==> src/rtl/alu_pkg.sv <==
// Shared definitions for the ALU sharing controller: ALU control codes, the
// supported-code check and the sequencer state type.
package alu_pkg;

  localparam logic [2:0] ALU_ADD = 3'b000;
  localparam logic [2:0] ALU_SLL = 3'b001;
  localparam logic [2:0] ALU_XOR = 3'b100;
  localparam logic [2:0] ALU_SRL = 3'b101;
  localparam logic [2:0] ALU_OR  = 3'b110;
  localparam logic [2:0] ALU_AND = 3'b111;

  typedef enum logic [1:0] {
    IDLE,
    EXEC,
    RESP
  } state_t;

  // Codes 010 and 011 have no ALU function behind them.
  function automatic logic ctrl_supported(input logic [2:0] ctrl);
    logic ok;
    case (ctrl)
      ALU_ADD, ALU_SLL, ALU_XOR, ALU_SRL, ALU_OR, ALU_AND: ok = 1'b1;
      default:                                             ok = 1'b0;
    endcase
    return ok;
  endfunction

endpackage

==> src/rtl/rr_pick2.sv <==
// Two-way round-robin picker, purely combinational.
//  req       in   2  request bits, bit i = port i
//  last      in   1  port granted most recently
//  gnt_valid out  1  at least one request present
//  gnt_idx   out  1  selected port (meaningful only when gnt_valid)
module rr_pick2 (
  input  logic [1:0] req,
  input  logic       last,
  output logic       gnt_valid,
  output logic       gnt_idx
);

  always_comb begin
    gnt_valid = |req;
    // On contention the port that did not win last time goes first.
    if (&req) begin
      gnt_idx = ~last;
    end else begin
      gnt_idx = req[1];
    end
  end

endmodule

==> src/rtl/alu_share_ctrl.sv <==
// Sequencer/arbiter letting two requesters share one ALU. One op in flight at a
// time: accept (IDLE) -> drive ALU for one cycle (EXEC) -> hold result (RESP).
//  clk, rst            clock, asynchronous active-high reset
//  req_valid/req_ready per-port request handshake (2 bits, bit i = port i)
//  req_op1/req_op2     per-port operands, port i at [i*DATA_WIDTH +: DATA_WIDTH]
//  req_ctrl            per-port 3-bit ALU control, port i at [i*3 +: 3]
//  rsp_valid/rsp_ready per-port response handshake
//  rsp_data/flag/err   registered result, ALU zero flag, unsupported-code flag
//  alu_op1/op2/ctrl    to the shared ALU, non-zero only during EXEC
//  alu_out/alu_zero    from the shared ALU
module alu_share_ctrl
  import alu_pkg::*;
#(
  parameter int unsigned DATA_WIDTH = 32
) (
  input  logic                    clk,
  input  logic                    rst,
  input  logic [1:0]              req_valid,
  output logic [1:0]              req_ready,
  input  logic [2*DATA_WIDTH-1:0] req_op1,
  input  logic [2*DATA_WIDTH-1:0] req_op2,
  input  logic [5:0]              req_ctrl,
  output logic [1:0]              rsp_valid,
  input  logic [1:0]              rsp_ready,
  output logic [DATA_WIDTH-1:0]   rsp_data,
  output logic                    rsp_flag,
  output logic                    rsp_err,
  output logic [DATA_WIDTH-1:0]   alu_op1,
  output logic [DATA_WIDTH-1:0]   alu_op2,
  output logic [2:0]              alu_ctrl,
  input  logic [DATA_WIDTH-1:0]   alu_out,
  input  logic                    alu_zero
);

  state_t                  state_q;
  logic                    last_grant_q;
  logic                    op_port_q;
  logic [DATA_WIDTH-1:0]   op1_q;
  logic [DATA_WIDTH-1:0]   op2_q;
  logic [2:0]              ctrl_q;

  logic                    gnt_valid;
  logic                    gnt_idx;
  logic [DATA_WIDTH-1:0]   sel_op1;
  logic [DATA_WIDTH-1:0]   sel_op2;
  logic [2:0]              sel_ctrl;

  rr_pick2 u_pick (
    .req       (req_valid),
    .last      (last_grant_q),
    .gnt_valid (gnt_valid),
    .gnt_idx   (gnt_idx)
  );

  always_comb begin
    sel_op1  = gnt_idx ? req_op1[2*DATA_WIDTH-1:DATA_WIDTH] : req_op1[DATA_WIDTH-1:0];
    sel_op2  = gnt_idx ? req_op2[2*DATA_WIDTH-1:DATA_WIDTH] : req_op2[DATA_WIDTH-1:0];
    sel_ctrl = gnt_idx ? req_ctrl[5:3] : req_ctrl[2:0];
  end

  // req_ready is combinational from the picker; gated by rst so nothing is
  // offered while reset is held.
  always_comb begin
    req_ready = 2'b00;
    if (state_q == IDLE && gnt_valid && !rst) begin
      req_ready = gnt_idx ? 2'b10 : 2'b01;
    end
  end

  // ALU inputs are quiet except in EXEC, and stay quiet for unsupported codes.
  always_comb begin
    alu_op1  = '0;
    alu_op2  = '0;
    alu_ctrl = 3'b000;
    if (state_q == EXEC && ctrl_supported(ctrl_q)) begin
      alu_op1  = op1_q;
      alu_op2  = op2_q;
      alu_ctrl = ctrl_q;
    end
  end

  always_ff @(posedge clk or posedge rst) begin
    if (rst) begin
      state_q      <= IDLE;
      last_grant_q <= 1'b1;
      op_port_q    <= 1'b0;
      op1_q        <= '0;
      op2_q        <= '0;
      ctrl_q       <= 3'b000;
      rsp_valid    <= 2'b00;
      rsp_data     <= '0;
      rsp_flag     <= 1'b0;
      rsp_err      <= 1'b0;
    end else begin
      case (state_q)
        IDLE: begin
          if (gnt_valid) begin
            op1_q        <= sel_op1;
            op2_q        <= sel_op2;
            ctrl_q       <= sel_ctrl;
            op_port_q    <= gnt_idx;
            last_grant_q <= gnt_idx;
            state_q      <= EXEC;
          end
        end
        EXEC: begin
          if (ctrl_supported(ctrl_q)) begin
            rsp_data <= alu_out;
            rsp_flag <= alu_zero;
            rsp_err  <= 1'b0;
          end else begin
            rsp_data <= '0;
            rsp_flag <= 1'b0;
            rsp_err  <= 1'b1;
          end
          rsp_valid <= op_port_q ? 2'b10 : 2'b01;
          state_q   <= RESP;
        end
        RESP: begin
          // Only the issuing port's rsp_ready can retire the result.
          if (rsp_ready[op_port_q]) begin
            rsp_valid <= 2'b00;
            state_q   <= IDLE;
          end
        end
        default: state_q <= IDLE;
      endcase
    end
  end

endmodule

==> config.mk <==
export PLATFORM = sky130hd
export DESIGN_NAME = alu_share_ctrl
export DESIGN_NICKNAME = d
export VERILOG_FILES = /design/src/rtl/alu_pkg.sv /design/src/rtl/rr_pick2.sv /design/src/rtl/alu_share_ctrl.sv
export SDC_FILE = /design/constraint.sdc
export NUM_CORES = 1
export LEC_CHECK = 0
export CORE_ASPECT_RATIO = 1.5
export CORE_MARGIN = 3
export CORE_UTILIZATION = 40
export CTS_CLUSTER_DIAMETER = 50
export DETAILED_ROUTE_END_ITERATION = 10
export DONT_BUFFER_PORTS = 1
export PLACE_DENSITY = 0.62
export SYNTH_ARGS = -nofsm -noshare
export SYNTH_HDL_FRONTEND = slang
export SYNTH_HIERARCHICAL = 1
export SYNTH_SLANG_ARGS = --single-unit
==> constraint.sdc <==
create_clock -name clk -period 8.27 [get_ports clk]
set_input_delay 2.481 -clock clk [delete_from_list [all_inputs] [get_ports clk]]
set_output_delay 2.481 -clock clk [all_outputs]
set_load 0.005 [all_outputs]
# Yosys cells after proc, flatten, opt, wreduce, memory -nomap -nowiden
# Cells that the tools add are included.
# op_classes
n_lt_le_gt_ge	1
n_eq_ne	9
n_mux	21
bitwise	1
reduce_logical	13
# op_table
op	n
two-way mux 32 bit	5
== test 3 bit, second input constant	4
two-way mux 2 bit	5
AND reduction 2 bit	4
two-way mux 1 bit	7
two-way mux 3 bit	2
case mux 2 bit (3 select lines)	1
OR reduction 6 bit	1
inequality test 2 bit, second input constant	2
case mux 2 bit (2 select lines)	1
== test 3 x 1 -> 1 bit, second input constant	1
logical AND 1 bit	3
zero test 3 bit	1
== test 2 x 1 -> 1 bit, second input constant	1
== test 2 bit, second input constant	1
zero test 2 bit	1
< comparator 1 x 2 -> 1 bit, second input constant	1
nonzero test 2 bit	1
OR reduction 2 bit	1
zero test 1 bit	1
inverter 1 bit	1
# totals
register_bits	107
in_bits	173
output_inout_bits	105
word_cells	55

# Depth between registers and ports, before layout
# depth
depth_word	5
ltp_mapped	6
mapped_depth_nobuf	4

# Hierarchy
# Netlist, hierarchy kept.
# by_module_without_submodules
mod	n_inst	cells_per_inst	area_each_um2	seq_area_each_um2
alu_share_ctrl	1	470	4977.3	2678.8
rr_pick2	1	2	13.8	0.0

# Least setup slack after synthesis
# Ideal clock, no wire load.
# synth_timing
path_type	input-to-output
start	input rst
end	output req_ready[1]
arrival_time_ns	5.149
required_time_ns	5.789
setup_slack_ns	0.640
stages	2
path_buffers	0
path_cell_list	inv_1 -> and3_1
# synth_between
elab_chain_cells	3
# synth_lines
item	line_no	source
from (decl)	alu_share_ctrl.sv:17	input logic rst,
zero test 1 bit (no line)	-	
logical AND 1 bit	alu_share_ctrl.sv:65	if (state_q == IDLE && gnt_valid && !rst) begin
two-way mux 2 bit	alu_share_ctrl.sv:65	
to (decl)	alu_share_ctrl.sv:19	output logic [1:0] req_ready,
# No other way between the ends.

# Worst setup path after layout
# layout_timing
start	input req_valid[1]
end	output req_ready[1]
# layout_between
elab_chain_cells	4
elab_cells_between_ends	7
classes_between	3 x mux; 4 x reduce/logical
# layout_lines
item	line_no	source
from (decl)	alu_share_ctrl.sv:18	input logic [1:0] req_valid,
AND reduction 2 bit or OR reduction 2 bit (tied branches)	rr_pick2.sv:16, rr_pick2.sv:14	
two-way mux 1 bit or logical AND 1 bit (tied branches)	rr_pick2.sv:16, alu_share_ctrl.sv:65	
two-way mux 2 bit or logical AND 1 bit (tied branches)	alu_share_ctrl.sv:66, alu_share_ctrl.sv:65	
two-way mux 2 bit (*)	alu_share_ctrl.sv:65	
# Every way passes the cells marked *; elsewhere a longest branch is shown, timed or not.

==> results.py <==
metrics = {
    "outcome": {
        "status": "finished clean",
    },
    "yosys": {
        "synthCells": 472,
        "synthArstFlopShare_pct": 100,
        "yosys-top-cells-area": "dfrtp_1 (53%), mux2i_1 (13%), and2_1 (8.1%)",
        "avgSynthCellArea_um2": 10.6,
        "synth_top_area_share_pct": 53.1,
        "yosysMostFrequentCell": "dfrtp_1",
        "ys.flop_type": "dfrtp_1",
        "ys_types": 23,
        "ys_ff_latch": 107,
        "ys_top_cells_by_count": "dfrtp_1 (106), nor2_1 (72), a21oi_1 (70), mux2i_1 (67), and2_1 (65)",
        "yosysTopAreaCell": "dfrtp_1",
        "syn_area_um2": 4990,
        "ys_warn_count": 6,
        "syn_nets": 645,
        "synth_edf_count": 0,
        "yosysSeqAreaShare_pct": 53.7,
    },
    "pwr": {
        "seq_power_share_pct": 44.0,
        "combinationalPowerShare_pct": 35.0,
        "ir_worst_vdd_mv": 0.179,
        "power_switching_uw": 793,
        "sw_frac_of_total_pct": 37.4,
        "internal_power_mw": 1.32,
        "p_leak_nw": 2.37,
        "clockPowerShare_pct": 21.0,
        "powerDensity_nw_per_um2": 393,
    },
    "sta": {
        "rsz0062_at_grt": "no",
        "setup_viol": 0,
        "period_share_pct": 71.7,
        "hold_slack_ns": 0.521,
        "setup_ws_ns": 2.34,
        "tightest_slew_ns": 0.791,
        "fin_skew_ns": 0.00911,
        "max_freq_mhz": 169,
        "finalMaxSlewViolations": 0,
        "finalCriticalPeriod_ns": 5.93,
        "fin_tns_setup_ns": 0,
        "slew_headroom_pct": 47.3,
        "finalHoldViolCount": 0,
    },
    "clock_tree": {
        "post_cts_buffers": 0,
        "clock_sinks": 107,
        "cts.clk_slew.worst_paths_ns": 0.07,
        "cts_buffer_depth": 2,
        "cts_tree": "done",
        "htreeDepth": 3,
        "cts_made_buffers": 9,
        "insertion_delay_ns": 0.35,
        "cts_hold_buf": 0,
        "cts_root_buf": "clkbuf_16",
        "cts.repair.resized": 0,
    },
    "global_routing": {
        "grt_max_degree": 86,
        "antenna_found_initial": 0,
        "grt_util_all_layers_pct": 16.4,
        "gr-total-overflow": 0,
        "grt_pass1_wl_mm": 18.1,
        "grt_pass1_vias": 3423,
    },
    "routing": {
        "finalWirelength_mm": 11.9,
        "routed_via_density": 5.48,
        "first_pass_iters": 4,
        "vias": 3348,
        "wl_per_cell_um": 19.5,
        "postRouteAntennaNets": 0,
        "drt_iter0_drc": 122,
        "drc_errors": 0,
    },
    "hold_path": {
        "hp-class": "reg2reg",
    },
    "layout": {
        "drive_above_1_share_pct": 6.55,
        "finalNetCount": 626,
        "fin_area_um2": 5380,
        "antenna_cells": 0,
        "area_growth_pct": 7.80,
    },
    "floorplan": {
        "coreArea_um2": 12100,
        "rows": 49,
        "ioPinCount": 278,
        "fp.dieH_um": 143,
        "dieWidth_um": 97.2,
        "die_area_um2": 13900,
        "initial_utilization_pct": 41.3,
    },
    "setup_path": {
        "cp_slowest_cell": "buf_4",
        "worstPathRequired_ns": 5.79,
        "crit_type": "in2out",
        "cp_max_fo": 54,
        "slowest_delay_ns": 0.44,
        "cp-end-kind": "output port",
        "cp_data_arrival_time_ns": 3.45,
        "crit_chain": "or2_1 > nor3b_4 > buf_4 > and3_1",
        "startpoint_type": "input port",
    },
    "place": {
        "hpwlAfterDp_mm": 8.59,
        "gp_congestion": 0.755,
        "place_area_um2": 5070,
        "dp_worst_setup_slack_ns": 2.33,
        "io_buffer_count": 0,
    },
    "job": {
        "maxCapViolations": 0,
    },
}
worst max-delay path, delay by kind of cell:
family,cells,cell delay (ns)
and+or+nand+nor,3,0.51
buffers and inverters,1,0.44
cells by family after synthesis:
kind of cell | after synthesis | synth area share [%]
flip-flops | 107 | 53.7
AND/OR/NAND/NOR | 149 | 15.0
AO/OA/AOI/OAI | 107 | 13.5
multiplexers | 69 | 13.9
buffers and inverters | 40 | 3.89
power groups by stage:
stage	clock network (mW)	logic (mW)	registers [mW]
after floorplan	0	0.644	0.890
after global placement	0	0.733	0.933
after detailed placement	0	0.755	0.943
after CTS	0.460	0.759	0.935
after global routing	0.484	0.843	0.965
final	0.445	0.740	0.932
layer usage:
layer | routed length (um) | GRT usage (%)
met2 | 6010 | 27.5
met3 | 965 | 5.62
met5 | 0 | 0
met1 | 4740 | 19.9
met4 | 201 | 5.70
sequential cells by signal, summed over array words and instances, names as in the netlist:
register / flops
rsp_flag: 1
op2_q: 32
rsp_err: 1
rsp_data: 32
rsp_valid: 2
op1_q: 32
op_port_q: 1
last_grant_q: 1
state_q: 2
ctrl_q: 3
final cells by class:
cell class | count | area, um2
Sequential cell | 107 | 2680
Inverter | 3 | 13.8
Clock inverter | 7 | 82.6
Fill cell | 1163 | 6700
Clock buffer | 9 | 225
Multi-Input combinational cell | 325 | 2140
Timing Repair Buffer | 7 | 52.6
Tap cell | 153 | 191
layout by cell type (no fill, tap or decap), types with 2 or more instances in the layout:
cell type,count
buf_4,7
dfrtp_1,106
nand2b_1,3
clkbuf_16,9
and3_1,2
nor2_1,72
inv_6,2
inv_1,2
mux2_2,2
a22o_1,33
and2_1,65
a21oi_1,70
mux2i_1,67
nand2_1,3
inv_8,2
stage by stage:
step	total power, mW	util [%]	cells
after global routing	2.29	44.5	611
after detailed placement	1.70	42.0	595
after floorplan	1.53	-	472
after CTS	2.15	44.5	611
after global placement	1.67	42.0	595
final	2.12	44.5	611
final timing paths:
check / start / to / slack [ns] / cells past startpoint
worst min-delay path: op2_q[19] / op2_q[19] / 0.52 / 2
max in group asynchronous: rst / op2_q[11] / 4.99 / 2
worst max-delay path: req_valid[1] / req_ready[1] / 2.34 / 4
worst min register to register: op2_q[19] / op2_q[19] / 0.52 / 2
worst max register to register: state_q[1] / rsp_data[23] / 6.21 / 4
min in group asynchronous: rst / op1_q[21] / 2.07 / 1
(Power assumes the default switching activity.)
